--- config.mk ---
export PLATFORM = sky130hd
export DESIGN_NAME = lcd_cmd_sequencer
export DESIGN_NICKNAME = d
export VERILOG_FILES = /design/src/rtl/lcd_cmd_sequencer.sv
export SDC_FILE = /design/constraint.sdc
export NUM_CORES = 1
export LEC_CHECK = 0
export CAP_MARGIN = 30
export CORE_MARGIN = 2
export CORE_UTILIZATION = 40
export CTS_BUF_LIST = sky130_fd_sc_hd__clkbuf_8
export DETAILED_ROUTE_END_ITERATION = 16
export PLACE_DENSITY = 0.67
export SLEW_MARGIN = 20
export SYNTH_ARGS = -nofsm -noshare
export SYNTH_HDL_FRONTEND = slang
export SYNTH_SLANG_ARGS = --single-unit
--- constraint.sdc ---
create_clock -name clk -period 3.9 [get_ports clk]
set_input_delay 0.78 -clock clk [delete_from_list [all_inputs] [get_ports clk]]
set_output_delay 0.78 -clock clk [all_outputs]
set_load 0.005 [all_outputs]
--- src/rtl/lcd_cmd_sequencer.sv ---
// Command sequencer for an HD44780-style LCD: accepts opcodes, sequences
// command/data bytes to a byte driver and paces the long waits via counter flags.
module lcd_cmd_sequencer #(
  parameter int NFLAGS = 7,
  parameter int MODE   = 1,
  parameter int LINES  = 1,
  parameter int FONT   = 0,
  parameter int F_PWR  = 0,
  parameter int F_LONG = 2
) (
  input  logic              clk,
  input  logic              rst_n,
  input  logic [3:0]        cmd_in,
  input  logic [7:0]        cmd_arg,
  input  logic              cmd_valid,
  input  logic [NFLAGS-1:0] flags_in,
  input  logic              driver_rdy,
  output logic              cmd_ready,
  output logic              busy,
  output logic              init_done,
  output logic              ctrl_error,
  output logic              nctrl_count,
  output logic              ctrl_sel_count,
  output logic [1:0]        ctrl_sel_data,
  output logic              ctrl_enable_driver,
  output logic              ctrl_rs,
  output logic [7:0]        ctrl_cmd
);

  localparam logic [3:0] OP_NOP    = 4'd0;
  localparam logic [3:0] OP_INIT   = 4'd1;
  localparam logic [3:0] OP_CONFIG = 4'd2;
  localparam logic [3:0] OP_SEND   = 4'd3;
  localparam logic [3:0] OP_CLEAR  = 4'd4;
  localparam logic [3:0] OP_HOME   = 4'd5;
  localparam logic [3:0] OP_SHIFT  = 4'd6;
  localparam logic [3:0] OP_OFF    = 4'd7;

  localparam logic MODE_B  = (MODE != 0);
  localparam logic LINES_B = (LINES != 0);
  localparam logic FONT_B  = (FONT != 0);
  localparam logic [7:0] SETUP = {3'b001, ~MODE_B, LINES_B, FONT_B, 2'b00};

  typedef enum logic [2:0] {
    IDLE,
    PWR_WAIT,
    ISSUE,
    LONG_WAIT,
    DONE
  } state_t;

  state_t     state;
  logic [3:0] op;
  logic [7:0] arg;
  logic [1:0] byte_idx;
  logic       cmd_legal;
  logic       last_byte;
  logic       needs_long;

  function automatic logic [7:0] byte_for(input logic [3:0] f_op, input logic [7:0] f_arg,
                                          input logic [1:0] f_idx);
    logic [7:0] b;
    b = 8'h00;
    case (f_op)
      OP_INIT: begin
        case (f_idx)
          2'd0:    b = SETUP;
          2'd1:    b = 8'h06;
          2'd2:    b = 8'h0C;
          default: b = 8'h01;
        endcase
      end
      OP_CONFIG: b = {5'b00001, f_arg[2:0]};
      OP_SEND:   b = f_arg;
      OP_CLEAR:  b = 8'h01;
      OP_HOME:   b = 8'h02;
      OP_SHIFT:  b = {4'b0001, f_arg[1:0], 2'b00};
      OP_OFF:    b = 8'h08;
      default:   b = 8'h00;
    endcase
    return b;
  endfunction

  // NOP and INIT are always legal; everything else needs a completed INIT
  assign cmd_legal  = !cmd_in[3] && ((cmd_in <= OP_INIT) || init_done);
  assign last_byte  = (op == OP_INIT) ? (byte_idx == 2'd3) : 1'b1;
  assign needs_long = (op == OP_INIT) || (op == OP_CLEAR) || (op == OP_HOME);
  assign busy       = (state != IDLE);

  always_ff @(posedge clk or negedge rst_n) begin
    if (!rst_n) begin
      state              <= IDLE;
      op                 <= OP_NOP;
      arg                <= 8'h00;
      byte_idx           <= 2'd0;
      cmd_ready          <= 1'b1;
      init_done          <= 1'b0;
      ctrl_error         <= 1'b0;
      nctrl_count        <= 1'b1;
      ctrl_sel_count     <= 1'b0;
      ctrl_sel_data      <= 2'b00;
      ctrl_enable_driver <= 1'b0;
      ctrl_rs            <= 1'b0;
      ctrl_cmd           <= 8'h00;
    end else begin
      case (state)
        IDLE: begin
          if (cmd_valid && cmd_ready) begin
            if (!cmd_legal) begin
              ctrl_error <= 1'b1;
            end else begin
              ctrl_error <= 1'b0;
              op         <= cmd_in;
              arg        <= cmd_arg;
              byte_idx   <= 2'd0;
              cmd_ready  <= 1'b0;
              if (cmd_in == OP_NOP) begin
                state <= DONE;
              end else if (cmd_in == OP_INIT) begin
                state          <= PWR_WAIT;
                nctrl_count    <= 1'b0;
                ctrl_sel_count <= 1'b0;
              end else begin
                state          <= ISSUE;
                ctrl_sel_count <= 1'b1;
              end
            end
          end
        end
        PWR_WAIT: begin
          if (flags_in[F_PWR]) begin
            state          <= ISSUE;
            nctrl_count    <= 1'b1;
            ctrl_sel_count <= 1'b1;
          end
        end
        // Each byte gets a load cycle with enable low, so enable always
        // drops for at least one cycle between consecutive bytes.
        ISSUE: begin
          if (!ctrl_enable_driver) begin
            ctrl_cmd           <= byte_for(op, arg, byte_idx);
            ctrl_rs            <= (op == OP_SEND);
            ctrl_sel_data      <= (op == OP_SEND) ? 2'b10 : 2'b01;
            ctrl_enable_driver <= 1'b1;
          end else if (driver_rdy) begin
            ctrl_enable_driver <= 1'b0;
            if (!last_byte) begin
              byte_idx <= byte_idx + 2'd1;
            end else if (needs_long) begin
              state          <= LONG_WAIT;
              nctrl_count    <= 1'b0;
              ctrl_sel_count <= 1'b0;
            end else begin
              state          <= DONE;
              ctrl_sel_count <= 1'b0;
            end
          end
        end
        LONG_WAIT: begin
          if (flags_in[F_LONG]) begin
            state       <= DONE;
            nctrl_count <= 1'b1;
          end
        end
        DONE: begin
          state              <= IDLE;
          cmd_ready          <= 1'b1;
          ctrl_sel_data      <= 2'b00;
          ctrl_enable_driver <= 1'b0;
          if (op == OP_INIT) init_done <= 1'b1;
        end
        default: state <= IDLE;
      endcase
    end
  end

endmodule

==> metrics.yaml <==
status: "finished clean"
cts_root_buffer: "clkbuf_8"
setup_viol: 0
rows: 23
areaGrowthSynthToFinish_pct: 30.20
avgSynthCellArea_sq_um: 10.72
drtAntennaViolNets: 0
period_minus_slack_ns: 2.581
globalRouteTotalUtil: 0.1686
p_per_area_nw_per_um2: 345.6
place_area_sq_um: 2096
dp_cells: 236
syn_area_sq_um: 1715
nets: 221
crit_family: "compound AO/OA/AOI/OAI gates"
fillers: 345
vias: 1345
slew_violations: 0
finalCritPeriodShare: 0.6618
fin_skew_ns: 0.009529
clockBufferDepth: 2
syn_nets: 188
port_buffers: 35
max_freq_ghz: 0.3874
grt_pass1_vias: 1363
synthCells: 160
finish.instance_area_sq_um: 2233
place_congestion: 0.8910
cts.sinks: 34
cts.clk_slew.worst_paths_ns: 0.07
core_sq_um: 4058
wl_mm: 3.845
hp-class: "register to register"
dp.final_hpwl_mm: 2.710
drive_gt1_frac: 0.1392
maxSlewHeadroom: 0.5565
clock_latency_ns: 0.29
htree_levels: 2
grt_setup_unrepaired: "false"
diodes: 0
via_per_inst: 5.512
die_h_microns: 69.49
grt_antenna_before_repair: 0
end_kind: "register"
hold_buffers: 0
grt.overflow.total: 0
avgRoutedWirePerCell_microns: 15.76
cts_setup_buffers: 0
grt_max_degree: 35
synthArstFlopShare: 1.000
ys_types: 46
synth_edf_count: 0
drc_errors: 0
dieArea_sq_um: 4828
die_x_microns: 69.49
maxCapViolations: 0
slowest_stage: "clkdlybuf4s50_1"
cts_tree: "done"
drt_iter0_drc: 60
path_max_fanout: 4
worst_pin_slew_ns: 0.6602
setup_tns_ns: 0
cts_buffers: 5
start_util: 0.4228
layoutNonFillerInstCount: 244
power_leakage_nw: 1.009
crit_buf_inv: 1
cts_resized: 0
ys_ff_latch: 34
cp_slowest_stage_delay_ns: 0.47
seq_area_frac_synth: 0.4974
ys.flop_type: "dfrtp_1"
peakVddDrop_mv: 0.1817
criticalPathCategory: "primary input to register"
synth_warnings: 0
start_kind: "primary input"
ios: 41
final_hold_viol_count: 0
cp.required_ns: 4.08
path_cells: "clkdlybuf4s50_1, o21ba_1, o41a_1, a211o_1, a211oi_1, mux2_2"
grt_pass1_wl_mm: 6.354
dr.pass1.iters: 4
crit_arrival_ns: 2.76
## registers in the layout (all words and copies together), names as in the netlist, 2 cells and up
| signal | flops |
|---|---|
| arg | 8 |
| byte_idx | 2 |
| ctrl_cmd | 8 |
| ctrl_sel_data | 2 |
| op | 4 |
| state | 3 |
## worst paths after layout
check | start | end | slack [ns] | depth (start not counted)
worst max-delay path | cmd_in[2] | ctrl_sel_count$_DFFE_PN0P_ | 1.32 | 6
worst min-delay path | ctrl_rs$_DFFE_PN0P_ | ctrl_rs$_DFFE_PN0P_ | 0.48 | 1
worst max register to register | state[0]$_DFFE_PN0P_ | ctrl_cmd[6]$_DFFE_PN0P_ | 1.54 | 4
worst min register to register | ctrl_rs$_DFFE_PN0P_ | ctrl_rs$_DFFE_PN0P_ | 0.48 | 1
max in group asynchronous | rst_n | nctrl_count$_DFFE_PN1P_ | 2.66 | 2
min in group asynchronous | rst_n | ctrl_sel_data[0]$_DFFE_PN0P_ | 0.90 | 2
## final cells by class
type / count / area, sq um / share of cell area
well taps: 50 / 62.56 / 0.02801
multi-input cells: 108 / 792.0 / 0.3546
repair buffers: 36 / 357.8 / 0.1602
flip-flops and latches: 34 / 853.3 / 0.3821
clock inverters: 3 / 68.82 / 0.03081
clock buffers: 5 / 68.82 / 0.03081
inverters: 8 / 30.03 / 0.01345
## worst reg2reg max path, delay by kind of cell, from the launching register on
| family | cells | cell delay [ns] |
|---|---|---|
| AO/OA/AOI/OAI | 1 | 0.23 |
| AND/OR/NAND/NOR | 3 | 1.48 |
| flip-flops | 1 | 0.58 |
## kinds of logic (layout without fill, tap and decap cells)
| family | after synthesis | after routing | synth area share |
|---|---|---|---|
| mux | 19 | 19 | 0.1211 |
| flops | 34 | 34 | 0.4974 |
| buf+inv | 18 | 52 | 0.04085 |
| fa+ha+maj | 5 | 5 | 0.03647 |
| simple gates | 41 | 41 | 0.1226 |
| compound gates | 43 | 43 | 0.1816 |
## cells in the final DEF, fill, tap and decap left out, types with 3 or more instances in the layout
cell             count
o21ai_0              9
inv_1                8
a22o_1               5
nor3_1               6
clkbuf_8             5
ha_1                 5
mux2i_1              5
nor2_1               7
mux2_2              13
nand2_1             13
a211o_1              3
a21oi_1              7
dfrtp_1             32
clkdlybuf4s50_1     35
## per-layer routing
| metal | GRT usage | routed length (microns) |
|---|---|---|
| met1 | 0.2129 | 1800 |
| met5 | 0 | 0 |
| met4 | 0.07625 | 66 |
| met3 | 0.04942 | 166 |
| met2 | 0.2671 | 1811 |
## Yosys cell counts (2+ instances only)
| cell type | instances | area share |
|---|---|---|
| inv_1 | 8 | 0.018 |
| mux2i_1 | 5 | 0.029 |
| a22o_1 | 5 | 0.026 |
| nand2_1 | 13 | 0.028 |
| nand3_1 | 2 | 0.0058 |
| a211o_1 | 3 | 0.015 |
| or3_1 | 2 | 0.0073 |
| a211oi_1 | 2 | 0.0088 |
| o32ai_1 | 2 | 0.010 |
| nor2_1 | 7 | 0.015 |
| o21ai_0 | 9 | 0.026 |
| clkbuf_1 | 7 | 0.015 |
| dfrtp_1 | 32 | 0.47 |
| nor3_1 | 6 | 0.018 |
| dfstp_2 | 2 | 0.031 |
| mux2_2 | 13 | 0.085 |
| a21o_1 | 2 | 0.0088 |
| ha_1 | 5 | 0.036 |
| buf_2 | 2 | 0.0058 |
| a21oi_1 | 7 | 0.020 |
## stage by stage
| stage | worst slack, ns | total power, mW | utilization | hold slack, ns |
|---|---|---|---|---|
| 2_1_floorplan | 1.603 | 0.3621 | - | 0.4606 |
| 3_3_place_gp | 1.026 | 0.3884 | 0.5165 | 0.4598 |
| 3_5_place_dp | 1.023 | 0.3895 | 0.5165 | 0.4668 |
| 4_1_cts | 1.332 | 0.7817 | 0.5504 | 0.4837 |
| 5_1_grt | 1.212 | 0.8008 | 0.5504 | 0.5171 |
| 6_report | 1.319 | 0.7719 | 0.5504 | 0.4795 |
## power breakdown
group | switching [mW] | leakage, nW | internal, mW
clock | 0.134 | 0.0683 | 0.256
combinational | 0.0127 | 0.484 | 0.0171
sequential | 0 | 0.457 | 0.353
Note: power is estimated with default switching activity, not from simulation.
